<file path="src/rtl/adder_arbiter_if.sv">
// Request/result bundle for adder_arbiter: two operand requesters,
// one result consumer, and the per-requester completion counters.
interface adder_arbiter_if #(
    parameter int N = 8
);
    logic         req0_valid;
    logic         req0_ready;
    logic [N-1:0] req0_a;
    logic [N-1:0] req0_b;
    logic         req0_cin;
    logic         req1_valid;
    logic         req1_ready;
    logic [N-1:0] req1_a;
    logic [N-1:0] req1_b;
    logic         req1_cin;
    logic         res_valid;
    logic         res_ready;
    logic [N-1:0] res_sum;
    logic         res_cout;
    logic         res_id;
    logic [7:0]   cnt0;
    logic [7:0]   cnt1;

    modport master (
        output req0_valid, req0_a, req0_b, req0_cin,
        output req1_valid, req1_a, req1_b, req1_cin,
        output res_ready,
        input  req0_ready, req1_ready,
        input  res_valid, res_sum, res_cout, res_id,
        input  cnt0, cnt1
    );

    modport slave (
        input  req0_valid, req0_a, req0_b, req0_cin,
        input  req1_valid, req1_a, req1_b, req1_cin,
        input  res_ready,
        output req0_ready, req1_ready,
        output res_valid, res_sum, res_cout, res_id,
        output cnt0, cnt1
    );
endinterface

</file>
<file path="src/rtl/adder_arbiter.sv">
// Two requesters sharing one N-bit adder with a registered result stage.
// Define ADDER_ARB_RR_EN for round-robin grant; default is fixed priority to req0.
module adder_arbiter #(
    parameter int N = 8
) (
    input logic            clk,
    input logic            rst_n,
    adder_arbiter_if.slave bus
);
    typedef enum logic {IDLE, RESP} state_t;

    state_t       state;
    logic [N-1:0] sum_q;
    logic         cout_q;
    logic         id_q;
    logic [7:0]   cnt0_q;
    logic [7:0]   cnt1_q;
    logic         pick1;
    logic         idle;
    logic         take;
    logic [N-1:0] op_a;
    logic [N-1:0] op_b;
    logic         op_cin;
    logic [N:0]   total;

`ifdef ADDER_ARB_RR_EN
    logic last_grant;
    // On contention, req1 wins only if req0 was the last one served.
    assign pick1 = bus.req1_valid && (!bus.req0_valid || !last_grant);
`else
    assign pick1 = bus.req1_valid && !bus.req0_valid;
`endif

    assign idle = rst_n && (state == IDLE);
    assign bus.req0_ready = idle && bus.req0_valid && !pick1;
    assign bus.req1_ready = idle && pick1;
    assign take = bus.req0_ready || bus.req1_ready;

    assign op_a   = pick1 ? bus.req1_a   : bus.req0_a;
    assign op_b   = pick1 ? bus.req1_b   : bus.req0_b;
    assign op_cin = pick1 ? bus.req1_cin : bus.req0_cin;
    assign total  = {1'b0, op_a} + {1'b0, op_b} + {{N{1'b0}}, op_cin};

    always_ff @(posedge clk) begin
        if (!rst_n) begin
            state  <= IDLE;
            sum_q  <= '0;
            cout_q <= 1'b0;
            id_q   <= 1'b0;
            cnt0_q <= 8'd0;
            cnt1_q <= 8'd0;
`ifdef ADDER_ARB_RR_EN
            last_grant <= 1'b1;
`endif
        end else begin
            unique case (state)
                IDLE: begin
                    if (take) begin
                        sum_q  <= total[N-1:0];
                        cout_q <= total[N];
                        id_q   <= pick1;
                        state  <= RESP;
`ifdef ADDER_ARB_RR_EN
                        last_grant <= pick1;
`endif
                    end
                end
                RESP: begin
                    if (bus.res_ready) begin
                        state <= IDLE;
                        if (id_q) cnt1_q <= cnt1_q + 8'd1;
                        else      cnt0_q <= cnt0_q + 8'd1;
                    end
                end
            endcase
        end
    end

    assign bus.res_valid = (state == RESP);
    assign bus.res_sum   = sum_q;
    assign bus.res_cout  = cout_q;
    assign bus.res_id    = id_q;
    assign bus.cnt0      = cnt0_q;
    assign bus.cnt1      = cnt1_q;
endmodule

</file>
<file path="src/flat_wrapper.sv">
// flat-port wrapper written by rule: the top's interface ports become plain ports
module adder_arbiter_flat 
#(
    parameter int N = 8
)
  (clk, rst_n, bus_req0_valid, bus_req0_a, bus_req0_b, bus_req0_cin, bus_req1_valid, bus_req1_a, bus_req1_b, bus_req1_cin, bus_res_ready, bus_req0_ready, bus_req1_ready, bus_res_valid, bus_res_sum, bus_res_cout, bus_res_id, bus_cnt0, bus_cnt1);
  adder_arbiter_if #(.N(N)) bus_i ();
  input logic clk;
  input logic rst_n;
  input wire logic [$bits(bus_i.req0_valid)-1:0] bus_req0_valid;
  input wire logic [$bits(bus_i.req0_a)-1:0] bus_req0_a;
  input wire logic [$bits(bus_i.req0_b)-1:0] bus_req0_b;
  input wire logic [$bits(bus_i.req0_cin)-1:0] bus_req0_cin;
  input wire logic [$bits(bus_i.req1_valid)-1:0] bus_req1_valid;
  input wire logic [$bits(bus_i.req1_a)-1:0] bus_req1_a;
  input wire logic [$bits(bus_i.req1_b)-1:0] bus_req1_b;
  input wire logic [$bits(bus_i.req1_cin)-1:0] bus_req1_cin;
  input wire logic [$bits(bus_i.res_ready)-1:0] bus_res_ready;
  output wire logic [$bits(bus_i.req0_ready)-1:0] bus_req0_ready;
  output wire logic [$bits(bus_i.req1_ready)-1:0] bus_req1_ready;
  output wire logic [$bits(bus_i.res_valid)-1:0] bus_res_valid;
  output wire logic [$bits(bus_i.res_sum)-1:0] bus_res_sum;
  output wire logic [$bits(bus_i.res_cout)-1:0] bus_res_cout;
  output wire logic [$bits(bus_i.res_id)-1:0] bus_res_id;
  output wire logic [$bits(bus_i.cnt0)-1:0] bus_cnt0;
  output wire logic [$bits(bus_i.cnt1)-1:0] bus_cnt1;
  assign bus_i.req0_valid = bus_req0_valid;
  assign bus_i.req0_a = bus_req0_a;
  assign bus_i.req0_b = bus_req0_b;
  assign bus_i.req0_cin = bus_req0_cin;
  assign bus_i.req1_valid = bus_req1_valid;
  assign bus_i.req1_a = bus_req1_a;
  assign bus_i.req1_b = bus_req1_b;
  assign bus_i.req1_cin = bus_req1_cin;
  assign bus_i.res_ready = bus_res_ready;
  assign bus_req0_ready = bus_i.req0_ready;
  assign bus_req1_ready = bus_i.req1_ready;
  assign bus_res_valid = bus_i.res_valid;
  assign bus_res_sum = bus_i.res_sum;
  assign bus_res_cout = bus_i.res_cout;
  assign bus_res_id = bus_i.res_id;
  assign bus_cnt0 = bus_i.cnt0;
  assign bus_cnt1 = bus_i.cnt1;
  adder_arbiter #(.N(N)) u_core (.clk(clk), .rst_n(rst_n), .bus(bus_i));
endmodule
</file>
<file path="config.mk">
export PLATFORM = sky130hd
export DESIGN_NAME = adder_arbiter_flat
export DESIGN_NICKNAME = d
export VERILOG_FILES = /design/src/rtl/adder_arbiter_if.sv /design/src/rtl/adder_arbiter.sv /design/src/flat_wrapper.sv
export SDC_FILE = /design/constraint.sdc
export NUM_CORES = 1
export LEC_CHECK = 0
export ABC_AREA = 1
export CORE_UTILIZATION = 44
export DETAILED_ROUTE_END_ITERATION = 10
export GPL_ROUTABILITY_DRIVEN = 0
export PLACE_DENSITY = 0.81
export RECOVER_POWER = 100
export SLEW_MARGIN = 20
export SYNTH_ARGS = -nofsm -noshare
export SYNTH_HDL_FRONTEND = slang
export SYNTH_SLANG_ARGS = --single-unit
</file>
<file path="constraint.sdc">
create_clock -name clk -period 3.15 [get_ports clk]
set_clock_uncertainty 0.05 [all_clocks]
set_input_delay 0.315 -clock clk [delete_from_list [all_inputs] [get_ports clk]]
set_output_delay 0.315 -clock clk [all_outputs]
set_load 0.005 [all_outputs]
</file>
# Word level (Yosys, flattened, before mapping)

Cells that the tools add are included.

Bits in registers: 27
Output and inout port bits: 29
Word-level logic and storage cells: 29

$add $sub $neg: 4
Muxes and demuxes: 6
Bitwise gates (word level): 2
Reductions and logical operators: 11

Operators with widths:

| cell                                                          | count |
|---|---|
| 8-bit by 1-bit adder with 8-bit output, second input constant | 2 |
| 8-bit two-way mux                                             | 2 |
| 8-bit by 8-bit adder with 9-bit output                        | 1 |
| 9-bit by 1-bit adder with 9-bit output                        | 1 |
| 3-bit AND reduction                                           | 2 |
| 1-bit logical AND                                             | 5 |
| 1-bit two-way mux                                             | 3 |
| 1-bit logical NOT                                             | 2 |
| 1-bit inverter                                                | 2 |
| 1-bit case mux with 2 select lines                            | 1 |
| 2-bit AND reduction                                           | 1 |
| 1-bit logical OR                                              | 1 |

# Longest topological paths before layout

Depth after elaboration: 7
Mapped depth: 15

# Least setup slack after synthesis

No wires, ideal clock.

Path kind: input to register
From: input bus_req1_valid
To: register u_core.sum_q[6], in the netlist u_core.bus.res_sum[6]
Arrival time: 2.111 ns
Required time: 2.991 ns
Slack: 0.880 ns
Stages on the path: 15
Path buffers: 1
Path through: inv_1 > nor2_2 > inv_1 > clkbuf_1 > nand2_1 > nand2_1 > fa_1 > nand2_1 > nand2_1 > nand3b_1 > nand2_1 > nand2_1 > nand3_1 > nand2_1 > inv_1

Word-level cells in the longest chain between the ends: 5

Ends and longest elaborated chain:

| element                                                                        | RTL line            | RTL |
|---|---|---|
| start, declared                                                                | flat_wrapper.sv:14  | `input wire logic [$bits(bus_i.req1_valid)-1:0] bus_req1_valid;` |
| 1-bit logical AND *                                                            | adder_arbiter.sv:31 | `assign pick1 = bus.req1_valid && !bus.req0_valid;` |
| branches (longest 4 deep; another with 8-bit by 8-bit adder with 9-bit output) | -                   |  |
| end signal, assigned                                                           | adder_arbiter.sv:59 | `sum_q <= total[N-1:0];` |
| end, declared                                                                  | adder_arbiter.sv:13 | `logic [N-1:0] sum_q;` |

Every way passes the cells marked *.
A chain may end at the register's enable or synchronous reset.

# Worst setup path in the final report

From: input rst_n
To: register u_core.sum_q[3], in the netlist u_core.bus.res_sum[3]

Word-level cells in the longest chain between the ends: 5

Ends and longest elaborated chain:

| element                              | RTL line            | RTL |
|---|---|---|
| start, declared                      | flat_wrapper.sv:9   | `input logic rst_n;` |
| 1-bit logical AND                    | adder_arbiter.sv:34 | `assign idle = rst_n && (state == IDLE);` |
| 1-bit logical AND (2 in a row)       | adder_arbiter.sv:35 | `assign bus.req0_ready = idle && bus.req0_valid && !pick1;` |
| 1-bit logical OR                     | adder_arbiter.sv:37 | `assign take = bus.req0_ready \|\| bus.req1_ready;` |
| 2-bit AND reduction (no source line) | -                   |  |

Parallel ways exist; a longest one is shown, timed or not.

==> results.ini <==
[worst_setup_path]
worstPathCellList=clkdlybuf4s50_1, inv_1, or2_0, a21oi_1, inv_1, o21ai_0, inv_1
worst_setup_path_end_kind=flop
path_delay_family=compound AO/OA/AOI/OAI gates
critPathBufInv=4
crit_required_ps=3270
critPathKind=in2reg
cpMostUsedCell=inv_1
start_kind=input port
critPathMaxFanout=17
arrival_ps=2760
crit_path_top_delay_cell=a21oi_1
critPathMaxStageDelay_ps=940

[floorplan]
coreArea_um2=3720
io_pins=68
start_util_pct=46.3
die_y_um=64.5
die_x_um=64.5
num_rows=22
die_area_um2=4160

[sta]
drv_slew=0
grt_setup_unrepaired=false
hold_viol_final=0
relSlewSlack_pct=19.0
fmax_mhz=379
setup_viol=0
worst_pin_slew_ps=1210
setup_tns_ps=0
finalCriticalPeriod_ps=2640
fin_crit_sh_pct=83.8

[yosys]
ys_ff_latch=27
syn_area_um2=1720
synthFlopType=dfxtp_1
ys_seq_area_share_pct=31.4
synth.avg_cell_area_um2=6.52
synth.area.top_cells=dfxtp_1 (31%), nand2_1 (18%), inv_1 (8.7%)
synth_top_area_share_pct=31.4
postSynth.asyncResetShare_pct=0
syn_inst=264
synth_top_cell_by_area=dfxtp_1
ys_types=32
synth_edf_count=0
syn_nets=314
yosys_warnings=0

[placement]
placed_area_um2=2440
port_buffers=67
dp_cells=376
dpl.hpwl_mm=3.17

[route]
post_drt_wl_per_cell_um=10.1
routed_wl_mm=3.85
dr.pass1.iters=4
route.antenna.remaining_nets=0
via_count=1818
drc_errors=0
via_per_inst=4.78
first_iter_violations=127

[min_path]
hold_class=reg2reg

[clock_network]
cts_sinks=27
ctsHoldBuffers=0
cts_resized=0
cts_tree=built
cts_max_level=1
cts_setup_buffers=0
cts.reportedPaths.clkPinSlew_ps=90
clkLatencyLatePin_ps=270
root_buffer=clkbuf_8
cts_inserted_buffers=3
clock_path_buffers=2

[power]
vdd.ir_drop.worst_mv=0.156
combPwrFrac_pct=30.4
power.internal_mw=0.573
leakage_nw=1.20
pwr-share-clk_pct=24.0
pwr-share-seq_pct=45.6
switching_power_mw=0.229
powerDensity_nw_per_um2=325
switching_share_pct=28.5

[cells_and_area]
fin_util_pct=66.3
drive_gt1_share_pct=2.71
design_area_um2=2460
final_cell_mix=nand2_1 (82), inv_1 (41), clkdlybuf4s50_1 (37)
areaGrowthSynthToFinish_pct=43.3
seq_area_um2=541
antenna_cells=0
multiInputGateArea_um2=980
layout.nets=383
final_common_cell=nand2_1
instances_no_fill=380
num-fill-cells=341

[grt]
grt_usage_pct=20.5
grt_pass1_vias=1670
grt_max_degree=18
grt-ovfl-total=0
grt_pass1_wl_mm=6.78
antenna_found_initial=0

[run]
max_cap_violations=0

[run_status]
status=finished clean

==> cell families (layout without fill, tap and decap cells) <==
kind of cell               count (synthesis)  count (layout)  share of synthesized area, %
adders and majority gates                 11              11                          8.87
AOI/OAI and AO/OA                         37              37                          12.6
buffers and inverters                     46             114                          10.5
xor gates and xnor gates                   2               2                          1.02
muxes                                      3               3                          1.75
and+or+nand+nor                          138             138                          33.8
DFF                                       27              27                          31.4
==> worst paths after layout <==
check	startpoint	end	slack, ps	cells after the start
worst max-delay path	rst_n	u_core.bus.res_sum[3]$_SDFFE_PN0P_	510	7
worst min-delay path	u_core.bus.cnt1[5]$_SDFFE_PN0P_	u_core.bus.cnt1[5]$_SDFFE_PN0P_	420	2
worst max register to register	u_core.bus.res_valid$_SDFF_PN0_	u_core.bus.res_sum[3]$_SDFFE_PN0P_	900	5
worst min register to register	u_core.bus.cnt1[5]$_SDFFE_PN0P_	u_core.bus.cnt1[5]$_SDFFE_PN0P_	420	2
==> worst min-delay path, cell delays in order, from the launching register on <==
cell and delay (ps):
dfxtp_1 330, inv_1 50, a21oi_1 50
==> cell type report <==
class                      instances  area share, %
clock buffer                       4           1.83
multi-input combinational        191           39.7
timing repair buffer              69           27.8
inverter                          41           6.24
tap                               48           2.44
sequential                        27           21.9
==> Yosys cell counts (3+ instances only) <==
library cell and instances:
nor2_1 27, clkbuf_1 3, dfxtp_1 27, nand4_1 3, nor3_1 3, ha_1 9
nand2_1 82, nand3b_1 3, mux2i_1 3, o21ai_0 13, nand3_1 14, a21oi_1 15
inv_1 40
==> per-stage QoR <==
| stage | setup WS, ps | hold slack [ps] | total power, mW |
|---|---|---|---|
| 6_report | 510 | 418 | 0.802 |
| 3_3_place_gp | 377 | 401 | 0.623 |
| 3_5_place_dp | 318 | 408 | 0.629 |
| 2_1_floorplan | 880 | 403 | 0.520 |
| 5_1_grt | 268 | 446 | 0.859 |
| 4_1_cts | 610 | 422 | 0.825 |
==> metal layers <==
layer	vias up	wire length [um]	global-route usage, %	part of all wire [%]
met1	785	1650	21.7	43
met3	4	196	2.46	5.1
met5	-	0	0	0
met2	58	1950	40.1	51
met4	0	57	8.33	1.5
li1	971	-	-	-
==> sequential cells by signal (all words and copies together), names as in the netlist <==
register and flops:
u_core.bus.res_id 1, u_core.bus.res_cout 1, u_core.bus.cnt1 8, u_core.bus.res_sum 8, u_core.bus.cnt0 8, u_core.bus.res_valid 1
==> power groups by stage <==
stage | clock [mW] | combinational (mW) | sequential, mW
2_1_floorplan | 0 | 0.145 | 0.375
3_3_place_gp | 0 | 0.249 | 0.374
3_5_place_dp | 0 | 0.254 | 0.375
4_1_cts | 0.202 | 0.256 | 0.367
5_1_grt | 0.216 | 0.275 | 0.367
6_report | 0.193 | 0.244 | 0.365
Note: power is estimated with default switching activity, not from simulation.
